**config.mk**
```make
export PLATFORM = sky130hd
export DESIGN_NAME = commit_req_queue_s_flat
export DESIGN_NICKNAME = d
export VERILOG_FILES = /design/src/rtl/commit_req_queue_s_pkg.sv /design/src/rtl/commit_req_queue_s_if.sv /design/src/rtl/commit_fifo_s.sv /design/src/rtl/commit_req_queue_s.sv /design/src/flat_wrapper.sv
export SDC_FILE = /design/constraint.sdc
export NUM_CORES = 1
export LEC_CHECK = 0
export BUFFER_PORTS_ARGS = -buffer_cell sky130_fd_sc_hd__buf_4
export CAP_MARGIN = 20
export CORE_MARGIN = 5
export CORE_UTILIZATION = 30
export CTS_BUF_LIST = sky130_fd_sc_hd__clkbuf_8
export CTS_CLUSTER_SIZE = 30
export DETAILED_ROUTE_END_ITERATION = 7
export SYNTH_ARGS = -nofsm -noshare
export SYNTH_HDL_FRONTEND = slang
export SYNTH_SLANG_ARGS = --single-unit
```
**constraint.sdc**
```tcl
create_clock -name clock -period 1.95 [get_ports clock]
set_input_delay 0.0975 -clock clock [delete_from_list [all_inputs] [get_ports clock]]
set_output_delay 0.0975 -clock clock [all_outputs]
set_load 0.05 [all_outputs]
```
**src/rtl/commit_req_queue_s_pkg.sv**
```systemverilog
// Shared types for the scalar-unit commit requester.
package commit_req_queue_s_pkg;

    localparam int unsigned IssueNoW = 6;

    typedef logic [IssueNoW-1:0] issue_no_t;

    typedef enum logic {
        IDLE = 1'b0,
        REQ  = 1'b1
    } commit_req_fsm_t;

endpackage

```
**src/rtl/commit_req_queue_s_if.sv**
```systemverilog
// Unit/ROB-facing signal bundle of one commit requester instance.
interface commit_req_queue_s_if
    import commit_req_queue_s_pkg::*;
#(
    parameter int unsigned DEPTH = 8
);
    localparam int unsigned WIDTH_NUM = $clog2(DEPTH) + 1;

    logic                 I_Done;
    issue_no_t            I_Done_No;
    logic                 I_Flush;
    logic                 I_Commited;
    logic                 O_Commit_Req;
    issue_no_t            O_Commit_No;
    logic                 O_Full;
    logic                 O_Empty;
    logic [WIDTH_NUM-1:0] O_Num;
    logic                 O_Err;

    // Driven by the functional unit / ROB side.
    modport master (
        output I_Done, I_Done_No, I_Flush, I_Commited,
        input  O_Commit_Req, O_Commit_No, O_Full, O_Empty, O_Num, O_Err
    );

    // Driven by the commit requester.
    modport slave (
        input  I_Done, I_Done_No, I_Flush, I_Commited,
        output O_Commit_Req, O_Commit_No, O_Full, O_Empty, O_Num, O_Err
    );

endinterface

```
**src/rtl/commit_fifo_s.sv**
```systemverilog
// In-order storage of issue numbers with occupancy count and synchronous flush.
module commit_fifo_s
    import commit_req_queue_s_pkg::*;
#(
    parameter int unsigned DEPTH = 8,
    localparam int unsigned PtrW = $clog2(DEPTH),
    localparam int unsigned WIDTH_NUM = PtrW + 1
) (
    input  logic                 clock,
    input  logic                 reset,
    input  logic                 flush_i,
    input  logic                 push_i,
    input  logic                 pop_i,
    input  issue_no_t            wdata_i,
    output issue_no_t            rdata_o,
    output logic                 full_o,
    output logic                 empty_o,
    output logic [WIDTH_NUM-1:0] num_o
);

    issue_no_t            mem_q [DEPTH];
    issue_no_t            mem_d [DEPTH];
    logic [PtrW-1:0]      wptr_q, wptr_d;
    logic [PtrW-1:0]      rptr_q, rptr_d;
    logic [WIDTH_NUM-1:0] cnt_q, cnt_d;

    // Next-state for storage, pointers and count; flush wins over push/pop.
    always_comb begin
        mem_d  = mem_q;
        wptr_d = wptr_q;
        rptr_d = rptr_q;
        cnt_d  = cnt_q;
        if (flush_i) begin
            wptr_d = '0;
            rptr_d = '0;
            cnt_d  = '0;
        end else begin
            if (push_i) begin
                mem_d[wptr_q] = wdata_i;
                wptr_d        = wptr_q + PtrW'(1);
            end
            if (pop_i) begin
                rptr_d = rptr_q + PtrW'(1);
            end
            unique case ({push_i, pop_i})
                2'b10:   cnt_d = cnt_q + WIDTH_NUM'(1);
                2'b01:   cnt_d = cnt_q - WIDTH_NUM'(1);
                default: cnt_d = cnt_q;
            endcase
        end
    end

    // State registers.
    always_ff @(posedge clock or negedge reset) begin
        if (!reset) begin
            for (int i = 0; i < DEPTH; i++) mem_q[i] <= '0;
            wptr_q <= '0;
            rptr_q <= '0;
            cnt_q  <= '0;
        end else begin
            mem_q  <= mem_d;
            wptr_q <= wptr_d;
            rptr_q <= rptr_d;
            cnt_q  <= cnt_d;
        end
    end

    assign rdata_o = mem_q[rptr_q];
    assign full_o  = (cnt_q == WIDTH_NUM'(DEPTH));
    assign empty_o = (cnt_q == '0);
    assign num_o   = cnt_q;

endmodule

```
**src/rtl/commit_req_queue_s.sv**
```systemverilog
// Per-unit commit requester: queues completed issue numbers and offers them
// to the ROB one at a time, dropping the request for a cycle after each ack.
module commit_req_queue_s
    import commit_req_queue_s_pkg::*;
#(
    parameter int unsigned DEPTH = 8
) (
    input  logic               clock,
    input  logic               reset,
    commit_req_queue_s_if.slave bus
);

    localparam int unsigned WIDTH_NUM = $clog2(DEPTH) + 1;

    commit_req_fsm_t      state_q, state_d;
    issue_no_t            commit_no_q, commit_no_d;
    logic                 err_q, err_d;
    logic                 push, pop;
    issue_no_t            head;
    logic                 full, empty;
    logic [WIDTH_NUM-1:0] num;

    commit_fifo_s #(
        .DEPTH (DEPTH)
    ) u_fifo (
        .clock   (clock),
        .reset   (reset),
        .flush_i (bus.I_Flush),
        .push_i  (push),
        .pop_i   (pop),
        .wdata_i (bus.I_Done_No),
        .rdata_o (head),
        .full_o  (full),
        .empty_o (empty),
        .num_o   (num)
    );

    // Request FSM, queue handshake and sticky error detection.
    always_comb begin
        state_d     = state_q;
        commit_no_d = commit_no_q;
        err_d       = err_q;
        push        = 1'b0;
        pop         = 1'b0;
        if (bus.I_Flush) begin
            state_d     = IDLE;
            commit_no_d = '0;
            err_d       = 1'b0;
        end else begin
            pop  = (state_q == REQ) && bus.I_Commited;
            // A full queue still accepts when its head leaves on the same edge.
            push = bus.I_Done && (!full || pop);
            if (bus.I_Done && full && !pop) err_d = 1'b1;
            if (bus.I_Commited && (state_q == IDLE)) err_d = 1'b1;
            unique case (state_q)
                IDLE: begin
                    if (!empty) begin
                        state_d     = REQ;
                        commit_no_d = head;
                    end
                end
                REQ: begin
                    if (bus.I_Commited) state_d = IDLE;
                end
                default: state_d = IDLE;
            endcase
        end
    end

    // State registers.
    always_ff @(posedge clock or negedge reset) begin
        if (!reset) begin
            state_q     <= IDLE;
            commit_no_q <= '0;
            err_q       <= 1'b0;
        end else begin
            state_q     <= state_d;
            commit_no_q <= commit_no_d;
            err_q       <= err_d;
        end
    end

    assign bus.O_Commit_Req = (state_q == REQ);
    assign bus.O_Commit_No  = commit_no_q;
    assign bus.O_Full       = full;
    assign bus.O_Empty      = empty;
    assign bus.O_Num        = num;
    assign bus.O_Err        = err_q;

endmodule

```
**src/flat_wrapper.sv**
```systemverilog
// flat-port wrapper written by rule: the top's interface ports become plain ports
module commit_req_queue_s_flat import commit_req_queue_s_pkg::*;
#(
    parameter int unsigned DEPTH = 8
)
  (clock, reset, bus_I_Done, bus_I_Done_No, bus_I_Flush, bus_I_Commited, bus_O_Commit_Req, bus_O_Commit_No, bus_O_Full, bus_O_Empty, bus_O_Num, bus_O_Err);
  commit_req_queue_s_if #(.DEPTH(DEPTH)) bus_i ();
  input  logic clock;
  input  logic reset;
  input wire logic [$bits(bus_i.I_Done)-1:0] bus_I_Done;
  input wire logic [$bits(bus_i.I_Done_No)-1:0] bus_I_Done_No;
  input wire logic [$bits(bus_i.I_Flush)-1:0] bus_I_Flush;
  input wire logic [$bits(bus_i.I_Commited)-1:0] bus_I_Commited;
  output wire logic [$bits(bus_i.O_Commit_Req)-1:0] bus_O_Commit_Req;
  output wire logic [$bits(bus_i.O_Commit_No)-1:0] bus_O_Commit_No;
  output wire logic [$bits(bus_i.O_Full)-1:0] bus_O_Full;
  output wire logic [$bits(bus_i.O_Empty)-1:0] bus_O_Empty;
  output wire logic [$bits(bus_i.O_Num)-1:0] bus_O_Num;
  output wire logic [$bits(bus_i.O_Err)-1:0] bus_O_Err;
  assign bus_i.I_Done = bus_I_Done;
  assign bus_i.I_Done_No = bus_I_Done_No;
  assign bus_i.I_Flush = bus_I_Flush;
  assign bus_i.I_Commited = bus_I_Commited;
  assign bus_O_Commit_Req = bus_i.O_Commit_Req;
  assign bus_O_Commit_No = bus_i.O_Commit_No;
  assign bus_O_Full = bus_i.O_Full;
  assign bus_O_Empty = bus_i.O_Empty;
  assign bus_O_Num = bus_i.O_Num;
  assign bus_O_Err = bus_i.O_Err;
  commit_req_queue_s #(.DEPTH(DEPTH)) u_core (.clock(clock), .reset(reset), .bus(bus_i));
endmodule
```
# Word-level counts from Yosys, hierarchy flattened
# Index checks and enable logic that the tools add are counted.
[classes]
order_cmp = 3
addsub = 4
n_eq_ne = 5
bitwise = 4
n_reduce_logical = 16
muxes = 24
[op_table]
columns = ["op", "n"]
rows = [
  ["bitwise mux 48 bit", 1],
  ["two-way mux 6 bit", 6],
  ["binary-select mux 6 bit (select 3 bit)", 1],
  ["demux 6 bit (select 3 bit)", 1],
  ["two-way mux 3 bit", 4],
  [">= comparator 4 bit (second input constant)", 2],
  ["two-way mux 1 bit", 8],
  ["inverter 3 -> 4 bit", 2],
  ["case mux 4 bit (2 select lines)", 1],
  ["adder 3 x 1 -> 3 bit (second input constant)", 2],
  ["logical AND 1 bit", 6],
  ["nonzero test 3 bit", 2],
  ["adder 4 x 1 -> 4 bit (second input constant)", 1],
  ["equality test 4 bit (second input constant)", 1],
  ["zero test 4 bit", 1],
  ["less-than comparator 4 x 1 -> 1 bit (second input constant)", 1],
  ["two-way mux 4 bit", 1],
  ["!= test 2 bit (second input constant)", 2],
  ["AND reduction 2 bit", 2],
  ["nonzero test 2 bit", 2],
  ["subtractor 4 x 1 -> 4 bit (second input constant)", 1],
  ["equality test 2 x 1 -> 1 bit (second input constant)", 1],
  ["equality test 2 bit (second input constant)", 1],
  ["zero test 1 bit", 2],
  ["3 further kinds", 4],
]
[totals]
elab_cells = 70
output_inout_bits = 14
register_bits = 66
inputBits = 11

# Depth between registers and ports, before layout
# Gate-level depths: netlist of the first run.
[logic_depth]
word_depth = 8
ltp_mapped = 7
depth_no_buf = 7

# Hierarchy
# A second synthesis of the first run with hierarchy kept.
[hier_totals]
hier_cells = 235
hier_area_um2 = 3234.4
[by_module_without_submodules]
columns = ["module", "instances", "seq_area_each_um2", "area_each_um2", "cells_per_inst"]
rows = [
  ["commit_fifo_s", 1, 1451.4, 2842.7, 196],
  ["commit_req_queue_s", 1, 200.2, 391.6, 39],
]

# Worst setup path before layout of the first run
# Ideal clock, no wire load.
[synth_path]
path_kind = "register to register"
from = "register u_core.u_fifo.cnt_q[1], in the netlist u_core.u_fifo.num_o[1]"
to = "register u_core.commit_no_q[0], in the netlist u_core.bus.O_Commit_No[0]"
slack_ps = -1092
path_buffers = 1
required_ps = 1824
stages_incl_launch_ff = 5
t_arrival_ps = 2916
synth_period_minus_slack_ps = 3042
setup_ps = 126
cell_sequence = "dfrtp_1 -> nor4_1 -> or3_1 -> clkbuf_1 -> o2bb2ai_1"
[synth_between]
elab_chain_len = 3
[synth_lines]
columns = ["item", "line_no", "rtl"]
rows = [
  ["start, declared", "commit_fifo_s.sv:25", "logic [WIDTH_NUM-1:0] cnt_q, cnt_d;"],
  ["start signal, assigned", "commit_fifo_s.sv:64", "cnt_q <= cnt_d;"],
  ["zero test 4 bit", "commit_fifo_s.sv:70", "assign empty_o = (cnt_q == '0);"],
  ["net bus_O_Empty", "flat_wrapper.sv:17", "output wire logic [$bits(bus_i.O_Empty)-1:0] bus_O_Empty;"],
  ["!= test 2 bit (no line)", "n/a", ""],
  ["AND reduction 2 bit (no line)", "n/a", ""],
  ["end signal, assigned", "commit_req_queue_s.sv:78", "commit_no_q <= commit_no_d;"],
  ["end, declared", "commit_req_queue_s.sv:16", "issue_no_t commit_no_q, commit_no_d;"],
]
# The timed path passes the listed nets, and every way through them passes these cells.
# A chain may end at the register's enable or synchronous reset.

# Final worst setup path of the first run
[layout_path]
from = "register u_core.state_q, in the netlist u_core.bus.O_Commit_Req"
to = "register u_core.u_fifo.cnt_q[3], in the netlist u_core.u_fifo.num_o[3]"
[layout_between]
elab_chain_len = 7
word_cells_on_any_way = 10
classes_between = "eq/ne: 2; mux: 4; reduce/logical: 4"
[layout_lines]
columns = ["item", "line_no", "rtl"]
rows = [
  ["start, declared", "commit_req_queue_s.sv:15", "commit_req_fsm_t state_q, state_d;"],
  ["start signal, assigned", "commit_req_queue_s.sv:77", "state_q <= state_d;"],
  ["logical AND 1 bit (*)", "commit_req_queue_s.sv:50", "pop = (state_q == REQ) && bus.I_Commited;"],
  ["logical OR 1 bit", "commit_req_queue_s.sv:52", "push = bus.I_Done && (!full || pop);"],
  ["logical AND 1 bit", "commit_req_queue_s.sv:52", ""],
  ["two-way mux 1 bit", "commit_req_queue_s.sv:45", "if (bus.I_Flush) begin"],
  ["equality test 2 x 1 -> 1 bit or equality test 2 bit (tied branches)", "commit_fifo_s.sv:45", "unique case ({push_i, pop_i})"],
  ["case mux 4 bit (2 select lines)", "commit_fifo_s.sv:45", ""],
  ["two-way mux 4 bit", "commit_fifo_s.sv:33", "if (flush_i) begin"],
]
# Every way passes the cells marked *; elsewhere a longest branch is shown, timed or not.

==> results of run 1 <==
-- worst min path at each step --
stage	from	to	slack (ns)
detailed placement	reset	u_core.u_fifo.mem_q[8]$_DFFE_PN0P_	0.12
finish	bus_I_Done_No[4]	u_core.u_fifo.mem_q[10]$_DFFE_PN0P_	0.05
global route	bus_I_Done_No[4]	u_core.u_fifo.mem_q[16]$_DFFE_PN0P_	0.03
global placement	reset	u_core.u_fifo.mem_q[8]$_DFFE_PN0P_	0.11
CTS	bus_I_Done_No[4]	u_core.u_fifo.mem_q[10]$_DFFE_PN0P_	0.03
floorplan	reset	u_core.bus.O_Commit_No[0]$_DFFE_PN0P_	-0.20
-- critical path, stage by stage (launching register included) --
cell and delay [ns]:
dfrtp_2 0.43, nand2_2 0.10, nor3_4 0.05, ha_1 0.34
a31oi_2 0.12, nor4b_1 0.49, o31ai_1 0.18, nor3b_1 0.17
-- state kept, by name, summed over array words and instances (netlist names) --
signal and flops:
u_core.bus.O_Err 1, u_core.u_fifo.mem_q 48, u_core.u_fifo.num_o 4, u_core.bus.O_Commit_No 6, u_core.u_fifo.rptr_q 3, u_core.u_fifo.wptr_q 3, u_core.bus.O_Commit_Req 1
-- metrics by stage --
| step | instances | hold slack [ns] |
|---|---|---|
| floorplan | 218 | -0.1981 |
| global placement | 390 | 0.1136 |
| detailed placement | 390 | 0.1194 |
| CTS | 407 | 0.03476 |
| global route | 407 | 0.02964 |
| finish | 407 | 0.05355 |
-- layout make-up --
cell class                 instances  area, um^2
inverter                           3       15.01
multi-input combinational        140        1504
tap                              136       170.2
clock buffer                      10       137.6
sequential                        66        1660
fill                             968        6235
clock inverter                     6       90.09
timing repair buffer              46       372.9
-- kinds of logic (layout without fill, tap and decap cells) --
kind of cell | count (synthesis) | after routing | share of synthesized area [%]
flip-flops | 66 | 66 | 53.40
XOR/XNOR | 6 | 6 | 1.699
AND/OR/NAND/NOR | 41 | 41 | 7.484
multiplexers | 69 | 69 | 29.45
AO/OA/AOI/OAI | 20 | 20 | 4.814
adder cells (fa/ha/maj) | 4 | 4 | 1.618
buffers and inverters | 12 | 65 | 1.537
-- repair_timing --
item | in CTS | in global routing
hold buffers | 1 | 0
hold endpoints to repair | 38 | 0
endpoints found under the setup margin | 3 | 15
gates resized for setup | 0 | 2
buffers inserted | 0 | 0
pin swaps | 1 | 0
-- cells in the mapped netlist, drive strengths merged (3+ instances only) --
cell / n / area [um^2]
a21oi: 4 / 20.02
buf: 3 / 13.76
clkbuf: 6 / 22.52
dfrtp: 66 / 1652
ha: 4 / 50.05
inv: 3 / 11.26
mux2: 50 / 570.6
mux2i: 7 / 70.07
mux4: 12 / 270.3
nand2: 7 / 26.28
nor2: 12 / 45.04
nor2b: 3 / 18.77
nor3: 3 / 15.01
o2bb2ai: 6 / 52.55
xor2: 5 / 43.79
-- metal layers --
layer	part of all wire, %	track usage [%]	routed length [um]	vias up
li1	-	-	-	904
met1	50	15.62	3314	988
met2	45	16.61	2993	32
met3	3.5	3.478	235	7
met4	1.3	4.623	87	0
met5	0	0	0	-
-- where the power goes --
group	switching (uW)	leakage, uW	internal, uW
Sequential	138	0.000868	1640
Combinational	695	0.000827	588
Clock	526	0.000112	756
Total	1360	0.00181	2980
==> summary.txt, run 1 <==
STA
  – Fin crit share: 101.9%
  – Relative slew slack: roughly 63%
  – Fmax: between 500 and 600 MHz
  – Slew @ Worst Pin: about 0.54 ns
  – Setup TNS: -0.07570 ns
  – Fin Clk Skew: 0.01243 ns
  – RSZ-0062 raised after global routing: true
  – Final Max Tran Viols: 0
  – Final setup violation count: 3
  – Crit path time final: 1.987 ns
  – Final WS setup: -0.03739 ns
  – Hold Vio Cnt, Final: 0

Worst setup path
  – Startpoint types: register
  – Reg2Reg Setup Slack: -0.04 ns
  – CP required: between 2 and 2.5 ns
  – Worst R2R End: u_core.u_fifo.num_o[3]$_DFFE_PN0P_
  – Arr. time, crit path: 2.20 ns
  – R2R Path Start: u_core.bus.O_Commit_Req$_DFF_PN0_
  – Worst setup endpoint: u_core.u_fifo.num_o[3]$_DFFE_PN0P_
  – CP Capture Type: register
  – Crit path launch: u_core.bus.O_Commit_Req$_DFF_PN0_
  – Critical path type: reg -> reg
  – Crit Path Max Fanout: 3
  – Register-to-Register Path Depth: 7

Global route
  – GRT Resource Usage Total: a little under an eighth
  – Vias in the first global route: between 2000 and 2500
  – Initial antenna violation count: 0
  – First-pass GRT wire length: 10840 um
  – GR Overflow Total: 0
  – Largest net degree at the start of global routing: 40

Drt
  – WL/cell: roughly 16 um
  – Initial DRC count: 55
  – Antenna Nets Post-Route: 0
  – Remaining DRCs: 0
  – Total wire length: ~6600 um
  – Vias per inst: approximately 4.7
  – 1st-pass router iterations: 4
  – Routed via count: just under 2000

Placement
  – PortBufs: 24
  – Placer Congestion: around 0.74
  – DP HPWL: between 4000 and 5000 um
  – Setup WS pre-CTS: -0.04334 ns
  – Placed Area: between 0.003 and 0.004 mm^2

Finish
  – Ratio of cells with drive above 1 in the final layout: a little over half
  – Layout area overhead: 27.71%
  – Most frequent cells in the layout: dfrtp_1, buf_4, mux2_2, nor2_1, mux4_2
  – Final Util: roughly 39%
  – # diodes: 0
  – Final instance area: approximately 0.0040 mm^2
  – Most common cell after layout, fill and taps aside: dfrtp_1
  – Nets@finish: approximately 280

Synthesis
  – Syn Nets: ~230
  – Post-synth ARST share: 100.0%
  – Avg Cell Area, Syn: around 14 um^2
  – Post-synth EDFFs: 0
  – Synth cell types: between 40 and 50
  – Synth Register Bits: 66
  – Primary FF master, synth: dfrtp_1
  – Gate Count Post-Synth: 218
  – Sequential cell area fraction in the yosys report: a little over half
  – Yosys warning count: 0
  – Cell Area, Synth: around 0.0031 mm^2

Flow run
  – Max cap viols: 0

CTS
  – CTS Sinks: 66
  – Root Driver: clkbuf_8
  – Cts bufs inserted: 9
  – Longest Clk Path Bufs: 2
  – CTS tree: built
  – Clk_lat worst skew: 0.34 ns
  – Worst-path clk slew: about 0.08 ns
  – H-tree depth: 3

Floorplanning
  – Starting density of the core: a little under a third
  – Die area: between 0.01 and 0.015 mm^2
  – Core Region: approximately 0.010 mm^2
  – DIE HEIGHT: roughly 110 um
  – FP Rows: 37
  – Die width: between 100 and 150 um
  – Io pins: 25

Power and ir drop
  – LEAKAGE: 0.001807 uW
  – Peak VDD IR: between 0.4 and 0.5 mV
  – Power Total: around 4300 uW
  – PwrDens: 1100 mW/mm^2

Hold path
  – Worst hold path stage count: 2
  – Hold Path Class: in -> reg

Status
  – Failing checks: negative setup slack
  – Status: complete, but fails checks
No activity file was read; power rests on OpenSTA's default activity.
==> run 2: changes to the inputs <==
- TNS_END_PERCENT: unset -> 20
==> run 2 against run 1 <==
Compared with the run above: the run still ends with negative setup slack left; critical path depth fell by 3; clock power fell by 9%; maximum frequency fell by 0.38%; sequential power barely moved; register-to-register slack barely moved; critical path type unchanged; largest power group unchanged.
==> summary.txt, run 2 (synthesis gave the netlist of run 1 again) <==
STA
  – Relative slew slack: between 50% and 60%
  – Crit path time final: approximately 2 ns
  – Final Max Tran Viols: 0
  – Final WS setup: -0.04503 ns
  – Setup TNS: -0.1058 ns
  – Hold Vio Cnt, Final: 0
  – RSZ-0062 raised after global routing: true
  – Fin Clk Skew: 0.006471 ns
  – Fin crit share: 102.3%
  – Slew @ Worst Pin: 0.6607 ns
  – Final setup violation count: 4
  – Fmax: between 500 and 600 MHz

Worst setup path
  – CP required: 2.18 ns
  – CP Capture Type: register
  – Startpoint types: register
  – Critical path type: reg -> reg
  – Crit Path Max Fanout: 4
  – Arr. time, crit path: about 2.2 ns

CTS
  – Clk_lat worst skew: roughly 0.34 ns
  – CTS tree: built
  – Cts bufs inserted: 9
  – Worst-path clk slew: 0.08 ns
  – CTS Sinks: 66
  – H-tree depth: 3
  – Root Driver: clkbuf_8
  – Longest Clk Path Bufs: 2

Finish
  – Final Util: a little under two fifths
  – Post-route insts no fill: a little over 400
  – Largest Register: u_core.u_fifo.mem_q
  – # diodes: 0
  – Layout area overhead: 25.85%
  – Most common cell after layout, fill and taps aside: dfrtp_1
  – Ratio of cells with drive above 1 in the final layout: between 50% and 60%
  – Final instance area: 0.003892 mm^2
  – Max FFs per register: 48
  – Most frequent cells in the layout: dfrtp_1, buf_4, mux2_2, nor2_1, mux4_2
  – Nets@finish: 279

Drt
  – 1st-pass router iterations: 4
  – Antenna Nets Post-Route: 0
  – WL/cell: approximately 16 um
  – Remaining DRCs: 0
  – Routed via count: around 1900
  – Initial DRC count: a little under 60
  – Total wire length: roughly 6300 um
  – Vias per inst: around 4.7

Power and ir drop
  – Internal power: around 2800 uW
  – Switch Pwr: 1391 uW
  – Reg power frac: a little over two fifths
  – LEAKAGE: between 0.0015 and 0.002 uW
  – Switching part of the total: ~33%
  – Peak VDD IR: ~0.30 mV
  – Clock power frac: approximately 28%
  – Logic pwr share: between 30 and 40%
  – PwrDens: about 1100 mW/mm^2

Status
  – Failing checks: negative setup slack
  – Status: complete, but fails checks

Floorplanning
  – Die width: around 110 um
  – Die area: approximately 0.012 mm^2
  – Core Region: a little over 0.01 mm^2
  – Io pins: 25
  – Starting density of the core: between 30 and 40%
  – DIE HEIGHT: about 110 um
  – FP Rows: 37

Placement
  – Placed Area: roughly 0.0037 mm^2
  – Setup WS pre-CTS: -0.04995 ns
  – PortBufs: 24
  – Placed Cells: roughly 390
  – DP HPWL: around 4400 um
  – Placer Congestion: between 0.7 and 0.8

Global route
  – First-pass GRT wire length: around 11000 um
  – Vias in the first global route: roughly 2000
  – Largest net degree at the start of global routing: 46
  – GRT Resource Usage Total: around 11%
  – Initial antenna violation count: 0
  – GR Overflow Total: 0

Hold path
  – Hold Path Class: in -> reg

Flow run
  – Max cap viols: 0
## run 2: path summary, 6_finish.rpt
path	slack [ns]	cells past startpoint	endpoint	start
setup / recovery	-0.05	4	u_core.u_fifo.num_o[0]$_DFFE_PN0P_	u_core.u_fifo.num_o[1]$_DFFE_PN0P_
hold / removal	0.02	2	u_core.u_fifo.rptr_q[1]$_DFFE_PN0P_	bus_I_Flush
setup reg to reg	-0.05	4	u_core.u_fifo.num_o[0]$_DFFE_PN0P_	u_core.u_fifo.num_o[1]$_DFFE_PN0P_
hold reg to reg	0.49	1	u_core.bus.O_Commit_No[2]$_DFFE_PN0P_	u_core.bus.O_Commit_No[2]$_DFFE_PN0P_
max in group asynchronous	1.06	3	u_core.u_fifo.mem_q[16]$_DFFE_PN0P_	reset
min in group asynchronous	0.29	2	u_core.u_fifo.mem_q[23]$_DFFE_PN0P_	reset
## run 2: metrics by stage
stage          hold WS, ns  power [uW]
2_1_floorplan      -0.1981        2669
3_3_place_gp        0.1424        3086
3_5_place_dp        0.1492        3108
4_1_cts           0.008614        4293
5_1_grt            0.01758        4495
6_report           0.02089        4231
## run 2: layout make-up
class / count / area (um^2)
clock inverter: 7 / 77.57
multi-input combinational: 140 / 1500
timing repair buffer: 44 / 345.3
clock buffer: 9 / 123.9
inverter: 3 / 15.01
sequential: 66 / 1660
fill: 979 / 6292
tap: 136 / 170.2
## run 2: power groups by stage
| stage | Sequential [uW] | Clock (uW) | Combinational [uW] |
|---|---|---|---|
| after floorplan | 2040 | 0 | 633 |
| after global placement | 1790 | 0 | 1290 |
| after detailed placement | 1800 | 0 | 1310 |
| after CTS | 1780 | 1200 | 1310 |
| after global routing | 1810 | 1280 | 1400 |
| final | 1770 | 1170 | 1290 |
## run 2: what timing repair did
action                                  in CTS  in global routing
endpoints found under the setup margin      31                 30
endpoints found under the hold margin       43                  0
hold buffers                                 1                  0
resized for setup                            1                  2
buffers inserted                             1                  0
## run 2: critical path, cell delays in order (launching register included)
cell	delay (ns)
dfrtp_4	0.48
or4b_4	0.57
and3_4	0.18
or3_4	0.35
mux2_4	0.30
## run 2: routing by layer
metal,vias up,part of all wire (%),global-route usage [%],routed length (um)
li1,905,-,-,-
met1,977,48,15.05,3056
met2,27,47,16.65,2988
met3,7,3.0,3.533,188
met4,0,1.3,4.136,85
met5,-,0,0,0
